===== config.mk =====
export PLATFORM = sky130hd
export DESIGN_NAME = seg_scan_flat
export DESIGN_NICKNAME = d
export VERILOG_FILES = /design/src/rtl/seg_pkg.sv /design/src/rtl/seg_scan_if.sv /design/src/rtl/seg_scan_hex_to_seg.sv /design/src/rtl/seg_scan.sv /design/src/flat_wrapper.sv
export SDC_FILE = /design/constraint.sdc
export NUM_CORES = 1
export LEC_CHECK = 0
export ABC_AREA = 1
export BUFFER_PORTS_ARGS = -buffer_cell sky130_fd_sc_hd__buf_2
export CAP_MARGIN = 15
export CORE_UTILIZATION = 25
export CTS_CLUSTER_DIAMETER = 150
export DETAILED_ROUTE_END_ITERATION = 10
export PLACE_DENSITY = 0.51
export SLEW_MARGIN = 0
export SYNTH_ARGS = -nofsm -noshare
export SYNTH_HDL_FRONTEND = slang
export SYNTH_SLANG_ARGS = --single-unit

===== constraint.sdc =====
create_clock -name clk -period 2.25 [get_ports clk]
set_clock_uncertainty 0.1 [all_clocks]
set_input_delay 0.5625 -clock clk [delete_from_list [all_inputs] [get_ports clk]]
set_output_delay 0.5625 -clock clk [all_outputs]
set_load 0.02 [all_outputs]

===== src/rtl/seg_pkg.sv =====
// seg_pkg: shared constants for the seg_scan display driver.
// Holds the blank pattern, the hex decode table and the drive polarities.
package seg_pkg;

  localparam logic [6:0] SEG_BLANK = 7'h7F;

  localparam logic AN_ON  = 1'b0;
  localparam logic AN_OFF = 1'b1;
  localparam logic DP_ON  = 1'b0;
  localparam logic DP_OFF = 1'b1;

  // {g,f,e,d,c,b,a}, active-low, indexed by nibble
  localparam logic [6:0] SEG_TABLE [16] = '{
    7'h40, 7'h79, 7'h24, 7'h30,
    7'h19, 7'h12, 7'h02, 7'h78,
    7'h00, 7'h10, 7'h08, 7'h03,
    7'h46, 7'h21, 7'h06, 7'h0E
  };

endpackage


===== src/rtl/seg_scan_if.sv =====
// seg_scan_if: value load bus in, scanned display drive out.
// master drives load/value/dp_in; slave drives an/seg/dp/frame_tick.
interface seg_scan_if #(
  parameter int DIGITS = 4
);

  logic                  load;
  logic [4*DIGITS-1:0]   value;
  logic [DIGITS-1:0]     dp_in;
  logic [DIGITS-1:0]     an;
  logic [6:0]            seg;
  logic                  dp;
  logic                  frame_tick;

  modport master (
    output load, value, dp_in,
    input  an, seg, dp, frame_tick
  );

  modport slave (
    input  load, value, dp_in,
    output an, seg, dp, frame_tick
  );

endinterface


===== src/rtl/seg_scan_hex_to_seg.sv =====
// hex_to_seg: combinational nibble to active-low 7-segment decoder.
// Ports: nib (4-bit hex in), seg ({g,f,e,d,c,b,a} active-low out).
module hex_to_seg
  import seg_pkg::*;
(
  input  logic [3:0] nib,
  output logic [6:0] seg
);

  assign seg = SEG_TABLE[nib];

endmodule


===== src/rtl/seg_scan.sv =====
// seg_scan: double-buffered multiplexed common-anode hex display driver.
// Ports: clk, rst (sync active-high), bus (seg_scan_if.slave):
//   load/value/dp_in in; an/seg/dp/frame_tick out.
// Option: define SEG_SCAN_LZ_BLANK_EN for leading-zero blanking.
module seg_scan
  import seg_pkg::*;
#(
  parameter int DIGITS   = 4,
  parameter int SCAN_DIV = 100000
) (
  input  logic       clk,
  input  logic       rst,
  seg_scan_if.slave  bus
);

  localparam int DW = $clog2(SCAN_DIV);
  localparam int IW = (DIGITS > 1) ? $clog2(DIGITS) : 1;
  localparam int VW = 4 * DIGITS;

  localparam logic [DW-1:0] DIV_LAST = DW'(SCAN_DIV - 1);
  localparam logic [IW-1:0] IDX_LAST = IW'(DIGITS - 1);

  logic [DW-1:0]     div_q, div_d;
  logic [IW-1:0]     idx_q, idx_d;
  logic [VW-1:0]     shadow_q, shadow_d;
  logic [DIGITS-1:0] shadow_dp_q, shadow_dp_d;
  logic [VW-1:0]     disp_q, disp_d;
  logic [DIGITS-1:0] disp_dp_q, disp_dp_d;
  logic              pend_q, pend_d;
  logic [DIGITS-1:0] an_q, an_d;
  logic [6:0]        seg_q, seg_d;
  logic              dp_q, dp_d;
  logic              tick_q, tick_d;

  logic              slot_end;
  logic              wrap;
  logic [3:0]        nib;
  logic              nib_dp;
  logic [6:0]        seg_raw;
  logic              blank;

  always_comb begin
    slot_end    = (div_q == DIV_LAST);
    wrap        = slot_end && (idx_q == IDX_LAST);
    div_d       = slot_end ? '0 : div_q + DW'(1);
    idx_d       = idx_q;
    if (slot_end) begin
      idx_d     = wrap ? '0 : idx_q + IW'(1);
    end
    tick_d      = wrap;
    shadow_d    = shadow_q;
    shadow_dp_d = shadow_dp_q;
    disp_d      = disp_q;
    disp_dp_d   = disp_dp_q;
    pend_d      = pend_q;
    if (bus.load) begin
      shadow_d    = bus.value;
      shadow_dp_d = bus.dp_in;
      pend_d      = 1'b1;
    end
    // a load landing on the boundary bypasses the shadow
    if (wrap) begin
      pend_d = 1'b0;
      if (bus.load) begin
        disp_d    = bus.value;
        disp_dp_d = bus.dp_in;
      end else if (pend_q) begin
        disp_d    = shadow_q;
        disp_dp_d = shadow_dp_q;
      end
    end
  end

  always_comb begin
    nib    = '0;
    nib_dp = 1'b0;
    an_d   = '1;
    for (int i = 0; i < DIGITS; i++) begin
      if (idx_q == IW'(i)) begin
        nib     = disp_q[4*i +: 4];
        nib_dp  = disp_dp_q[i];
        an_d[i] = AN_ON;
      end else begin
        an_d[i] = AN_OFF;
      end
    end
  end

  hex_to_seg u_dec (
    .nib (nib),
    .seg (seg_raw)
  );

`ifdef SEG_SCAN_LZ_BLANK_EN
  logic [DIGITS-1:0] lz;

  // lz[i]: nibble i and every higher nibble are zero
  always_comb begin
    lz = '0;
    lz[DIGITS-1] = (disp_q[VW-1 -: 4] == 4'h0);
    for (int i = DIGITS - 2; i >= 0; i--) begin
      lz[i] = lz[i+1] && (disp_q[4*i +: 4] == 4'h0);
    end
  end

  always_comb begin
    blank = 1'b0;
    for (int i = 1; i < DIGITS; i++) begin
      if (idx_q == IW'(i)) begin
        blank = lz[i];
      end
    end
  end
`else
  assign blank = 1'b0;
`endif

  always_comb begin
    seg_d = blank ? SEG_BLANK : seg_raw;
    dp_d  = nib_dp ? DP_ON : DP_OFF;
  end

  always_ff @(posedge clk) begin
    if (rst) begin
      div_q       <= '0;
      idx_q       <= '0;
      shadow_q    <= '0;
      shadow_dp_q <= '0;
      disp_q      <= '0;
      disp_dp_q   <= '0;
      pend_q      <= 1'b0;
      an_q        <= '1;
      seg_q       <= SEG_BLANK;
      dp_q        <= DP_OFF;
      tick_q      <= 1'b0;
    end else begin
      div_q       <= div_d;
      idx_q       <= idx_d;
      shadow_q    <= shadow_d;
      shadow_dp_q <= shadow_dp_d;
      disp_q      <= disp_d;
      disp_dp_q   <= disp_dp_d;
      pend_q      <= pend_d;
      an_q        <= an_d;
      seg_q       <= seg_d;
      dp_q        <= dp_d;
      tick_q      <= tick_d;
    end
  end

  assign bus.an         = an_q;
  assign bus.seg        = seg_q;
  assign bus.dp         = dp_q;
  assign bus.frame_tick = tick_q;

endmodule


===== src/flat_wrapper.sv =====
// flat-port wrapper written by rule: the top's interface ports become plain ports
module seg_scan_flat import seg_pkg::*;
#(
  parameter int DIGITS   = 4,
  parameter int SCAN_DIV = 100000
)
  (clk, rst, bus_load, bus_value, bus_dp_in, bus_an, bus_seg, bus_dp, bus_frame_tick);
  seg_scan_if #(.DIGITS(DIGITS)) bus_i ();
  input  logic clk;
  input  logic rst;
  input wire logic [$bits(bus_i.load)-1:0] bus_load;
  input wire logic [$bits(bus_i.value)-1:0] bus_value;
  input wire logic [$bits(bus_i.dp_in)-1:0] bus_dp_in;
  output wire logic [$bits(bus_i.an)-1:0] bus_an;
  output wire logic [$bits(bus_i.seg)-1:0] bus_seg;
  output wire logic [$bits(bus_i.dp)-1:0] bus_dp;
  output wire logic [$bits(bus_i.frame_tick)-1:0] bus_frame_tick;
  assign bus_i.load = bus_load;
  assign bus_i.value = bus_value;
  assign bus_i.dp_in = bus_dp_in;
  assign bus_an = bus_i.an;
  assign bus_seg = bus_i.seg;
  assign bus_dp = bus_i.dp;
  assign bus_frame_tick = bus_i.frame_tick;
  seg_scan #(.DIGITS(DIGITS), .SCAN_DIV(SCAN_DIV)) u_core (.clk(clk), .rst(rst), .bus(bus_i));
endmodule

# Word-level counts from Yosys, hierarchy flattened
# Memories as Yosys holds them, arrays and structs flattened. A register that Yosys moved wholly into a read port is not among the register bits.
# Cells that the tools add are included.
[word_totals]
ff_bits = 66
mem_bits_ro = 112
in_bits = 23
out_inout_bits = 13
wordCells = 42
n_memories = 1
[memory_table]
columns = ["memory", "depth", "word_bits", "rd", "rd_clocked_by_memory_dff", "wr", "line", "source"]
rows = [
  ["(no name shown)", 16, 7, 1, 1, 0, "seg_scan_hex_to_seg.sv:10", "assign seg = SEG_TABLE[nib];"],
]
[classes]
addsub = 2
eq_ne = 4
mux = 18
bitwise = 1
reduce_logical = 6
[ops]
columns = ["operator", "n"]
rows = [
  ["$mux 16", 2],
  ["$mux 4", 6],
  ["$add 17x1->17 const B", 1],
  ["$eq 17x17->1 const B", 1],
  ["$mux 1", 9],
  ["$not 4->5", 1],
  ["$eq 2x2->1 const B", 2],
  ["$reduce_or 2->1", 2],
  ["$add 2x1->2 const B", 1],
  ["$eq 2x1->1 const B", 1],
  ["$logic_not 2->1", 1],
  ["$mux 2", 1],
  ["$reduce_and 2->1", 1],
  ["$reduce_bool 2->1", 1],
  ["$logic_and 1x1->1", 1],
]

# Longest topological paths before layout
[logic_depth]
depth_word = 6
mapped_depth = 13
mapped_depth_nobuf = 13

# Cells and area by module
# A second synthesis with hierarchy kept.
[hier_totals]
cells_unflattened = 449
area_unflattened_um2 = 3404.5
[by_module_without_submodules]
columns = ["mod", "instances", "cells_each", "area_per_inst_um2", "seq_area_each_um2"]
rows = [
  ["seg_scan", 1, 400, 3130.5, 1461.4],
  ["hex_to_seg", 1, 49, 274.0, 0.0],
]

# Least setup slack after synthesis
# OpenSTA, ideal clock, no wires.
[synth_path]
path_type = "flip-flop to flip-flop"
from = "register u_core.idx_q[0]"
to = "register u_core.seg_q[5], in the netlist u_core.bus.seg[5]"
setup_time_ns = 0.130
arrival_time_ns = 1.786
required_time_ns = 2.020
path_slack_ns = 0.235
stages_incl_launch_ff = 13
n_path_buf = 1
synth_period_minus_slack_ns = 2.015
path_cell_list = "dfxtp_1 -> inv_1 -> ha_1 -> buf_2 -> a21oi_1 -> nand2_1 -> o21ai_0 -> inv_1 -> ha_1 -> nand3_1 -> nand2_1 -> nand2_1 -> nand3_1"
[synth_between]
elab_chain_cells = 6
word_cells_on_any_way = 9
classes_between = "3 x eq/ne; 4 x mux; 1 x bitwise; 1 x reduce/logical"
[synth_lines]
columns = ["item", "line", "source"]
rows = [
  ["start: declaration", "seg_scan.sv:24", "logic [IW-1:0] idx_q, idx_d;"],
  ["start signal: assignment", "seg_scan.sv:138", "idx_q <= idx_d;"],
  ["$logic_not 2->1", "seg_scan.sv:79", "if (idx_q == IW'(i)) begin"],
  ["$mux 4 (3 in series)", "seg_scan.sv:79", ""],
  ["$mux 4 *", "seg_scan.sv:79", ""],
  ["$not 4->5 (not written as such) *", "seg_scan_hex_to_seg.sv:10", ""],
  ["end: declaration", "seg_scan.sv:31", "logic [6:0] seg_q, seg_d;"],
]
# Mark *: on every way between the ends. The rest lies on a longest branch, timed or not.
# A chain may end at the register's enable or synchronous reset.

# Final worst setup path
[layout_path]
from = "register u_core.idx_q[1]"
to = "register u_core.seg_q[3], in the netlist u_core.bus.seg[3]"
# The elaborated chain is that of the path after synthesis.

==> impl.org <==
** STA
- Fin Hold WS :: 0.351 ns
- For the pin with the worst max-slew slack, the measured transition is 0.635 ns.
- Max-Slew Margin vs Limit :: 0.576
- Setup total negative slack :: 0 ns
- The number of endpoints with negative hold slack in the final report is 0.
- The worst path meets setup with 0.211 ns of slack.
- Period Utilization, post-route :: 0.906
- Setup violations remaining at the end of the flow were counted as 0.
- The max-slew violation count is 0.
- Unrepaired setup endpoints after global routing :: no
- Final critical path time including I/O delays and setup :: 2.04 ns
- For this run, the top clock speed supported by timing is around 490 MHz.

** Layout
- Of the cells placed in the final design, the portion with a size suffix greater than 1 is 0.171.
- The area growth from synthesis to layout is 19.9%.
- Summing all non-filler instances in the final layout gives an area of roughly 0.0040 mm^2.
- The finished layout holds 660 standard cells, fillers aside.
- The number of antenna diodes in the final layout is 0.
- At the end of the flow the core is filled with cells to 0.306.
- Leading cell types in the layout, fill and taps excluded :: nor2_1 (94), nand2_1 (88), dfxtp_1 (72)
- Most common cell after layout, fill and taps aside :: nor2_1
- In the final design database the tool counted a little over 500 nets.

** Logic synthesis
- By area the synthesized netlist is led by dfxtp_1 (43%), nor2_1 (10%), nand2_1 (9.9%), mux2i_1 (6.0%), nand4_1 (5.4%).
- Number of register bits inferred by synthesis :: 73
- Count of unique library cells instantiated by Yosys :: 32
- After synthesis the cells add up to 0.00336 mm^2.
- Synthesized instance count :: 444
- Area fraction of the dominant cell type after synthesis :: 0.434
- The share of the Yosys chip area taken by registers is 0.434.
- Yosys Warn Count :: 0
- Largest area contributor in the netlist :: dfxtp_1
- Synthesized area per cell :: 7.58 um^2
- When the netlist entered floorplanning its net count stood at 478.

** Critical path
- STA classifies the critical path endpoint as a flop.
- On the worst path, the slowest cell contributes a delay of 0.33 ns.
- Cell with the biggest individual delay on the critical path :: dfxtp_1
- Arrival @ worst endpoint :: 2.22 ns
- The number of cells on the worst reg-to-reg path is 14.
- Kind of launch point of the worst setup path :: flop
- Largest driver fanout on the critical path :: 7
- Library cell appearing most often on the critical path :: nand2_1
- Worst endpoint required time :: around 2.4 ns
- In this run the critical register-to-register path is captured at u_core.bus.seg[3].
- The setup check on the worst reg-to-reg path leaves a slack of 0.21 ns.
- Critical Setup Path Class :: reg2reg
- In this run the worst setup path terminates at u_core.bus.seg[3].
- Number of logic stages on the critical path including buffering :: 14
- Buffering stage count on the worst path with inverters included :: 4
- Crit-path cells :: inv_1 -> ha_2 -> inv_2 -> nand2_1 -> nand3_1 -> nand2_1 -> o21ai_0 -> buf_4 -> ha_1 -> inv_1 -> nand3_1 -> nand2_1 -> nand2_1 -> nand3_1
- R2R Path Start :: u_core.idx_q[1]
- Worst Setup SP :: u_core.idx_q[1]
- Largest delay share family, worst path :: adder cells

** GRT
- The via count of the first global-routing pass came to 2792.
- Congestion Overflow GR :: 0
- Aggregate global-route resource usage :: 0.116
- The first global-routing pass estimated 12900 um of wire.
- Initial antenna violation count :: 0
- Pin count of the biggest net entering global routing :: 26

** Route
- Avg Vias per Cell :: 4.35
- For this run, design rule violations remaining after detail routing come to 2.
- For this run, the detailed router's first-pass iteration total came to 7.
- After detailed routing, the total wire length is approximately 7400 um.
- DR vias :: about 2900
- Detail Route Antenna Nets :: 0
- In the final routed layout, each cell accounts on average for approximately 11 um.
- Starting DRT DRC Count :: 99

** Job
- Max-capacitance violation count :: 0

** Die
- The die covers 0.0139 mm^2.
- Measured along the y axis, the die boundary spans roughly 120 um.
- The total area inside the core boundary comes to approximately 0.013 mm^2.
- Num rows :: 42
- Die extent in x :: between 100 and 150 um
- Number of top-level design ports :: 36
- Initial core utilization :: 0.255

** Power
- Static power due to leakage :: between 1.5 and 2 nW
- Power, Total :: 3.00 mW
- Total power density per cell area :: around 740 mW/mm^2
- Worst-case vdd ir drop :: approximately 0.35 mV

** Clocking
- For this design, the CTS-stage hold fixing added 0 buffers.
- Clock Tree Buf Depth :: 2
- Buffers inserted during clock tree synthesis total 9.
- Cell chosen for the clock root :: clkbuf_16
- CTS clk-pin slew, worst paths :: ~0.06 ns
- Source-to-sink clock delay at the later pin of the worst-skew pair :: 0.34 ns
- Sinks on the clock net :: between 70 and 80
- TritonCTS built the clock tree.
- Total number of H-tree levels :: 3

** Placed design
- Port buffer count :: 35
- The HPWL after detailed placement is 5480 um.
- Summing all placed instances gives a cell area of approximately 0.0037 mm^2.
- OpenSTA, run right after detailed placement, puts the worst setup slack at about 0.095 ns.
- Number of cells in the design after placement :: 644
- GP Congestion :: 0.823

** Min path
- The min-delay analysis places its worst path in the category reg2reg.

** Outcome
- Outcome :: finished, violations left
- The final reports fail on DRC.
-- state kept, by name, summed over array words and instances (netlist names), 2 cells and up --
register            flops
u_core.bus.an           4
u_core.bus.seg          7
u_core.div_q           17
u_core.disp_dp_q        4
u_core.idx_q            2
u_core.disp_q          16
u_core.shadow_q        16
u_core.shadow_dp_q      4
-- cell type report --
| cell class | count | area [um^2] |
|---|---|---|
| clock buffers | 9 | 225 |
| multi-input cells | 314 | 1660 |
| clock inverters | 7 | 93.8 |
| flip-flops and latches | 73 | 1460 |
| well taps | 176 | 220 |
| fillers | 1404 | 9160 |
| repair buffers | 43 | 235 |
| inverters | 38 | 143 |
-- how the worst min path moves through the flow --
stage / start / to / cells after the start
6_report: u_core.div_q[0] / u_core.div_q[0] / 1
5_1_grt: bus_value[12] / u_core.shadow_q[12] / 3
4_1_cts: u_core.div_q[0] / u_core.div_q[0] / 1
3_5_place_dp: u_core.div_q[0] / u_core.div_q[0] / 1
3_3_place_gp: u_core.div_q[0] / u_core.div_q[0] / 1
2_1_floorplan: u_core.div_q[0] / u_core.div_q[0] / 1
-- per-layer routing --
layer  up-vias  global-route usage  wire length (um)
li1       1505                   -                 -
met1      1312               0.156              3940
met2        44               0.169              3080
met3         8              0.0320               262
met4         0              0.0601               103
met5         -                   0                 0
-- what timing repair did --
item	in CTS	in global routing
gates resized for setup	0	6
setup buffers	0	0
endpoints found under the setup margin	0	6
-- Yosys cell counts --
cell type  number
o31ai_1         1
a21oi_1        18
nand2_4         1
inv_2           4
mux2i_1        20
clkinv_1        1
o211ai_1        2
a21oi_2         1
nand2_1        89
nand3_2         1
nand3_1        20
or2_2           2
o21ai_0         5
nand3b_1        2
buf_2           4
inv_1          33
buf_6           5
clkbuf_1        9
nand4_1        29
nor2_2          1
nand3_4         1
ha_1           11
o21ai_1         1
nor3_1          3
xor2_1          2
nor2_4          3
buf_4           1
nand2_2         4
dfxtp_1        73
or2_0           1
nor2_1         94
nor3b_1         2
-- logic make-up (layout without fill, tap and decap cells) --
kind of cell	Yosys count	in the layout	synth area share
AO/OA/AOI/OAI	28	28	0.0450
XOR/XNOR	2	2	0.00521
AND/OR/NAND/NOR	253	253	0.338
flip-flops	73	73	0.434
adder cells (fa/ha/maj)	11	11	0.0409
buffers and inverters	57	97	0.0773
multiplexers	20	20	0.0595
-- power by group --
| group | switching (mW) | internal [mW] |
|---|---|---|
| sequential | 0.0103 | 1.33 |
| combinational | 0.0876 | 0.0553 |
| clock | 0.552 | 0.969 |
-- worst reg2reg max path: stages, from the launching register on --
cell	delay [ns]
dfxtp_1	0.33
inv_1	0.09
ha_2	0.26
inv_2	0.08
nand2_1	0.07
nand3_1	0.06
nand2_1	0.07
o21ai_0	0.10
buf_4	0.17
ha_1	0.29
inv_1	0.07
nand3_1	0.08
nand2_1	0.08
nand2_1	0.05
nand3_1	0.09
Power figures use the tool's default switching activity.
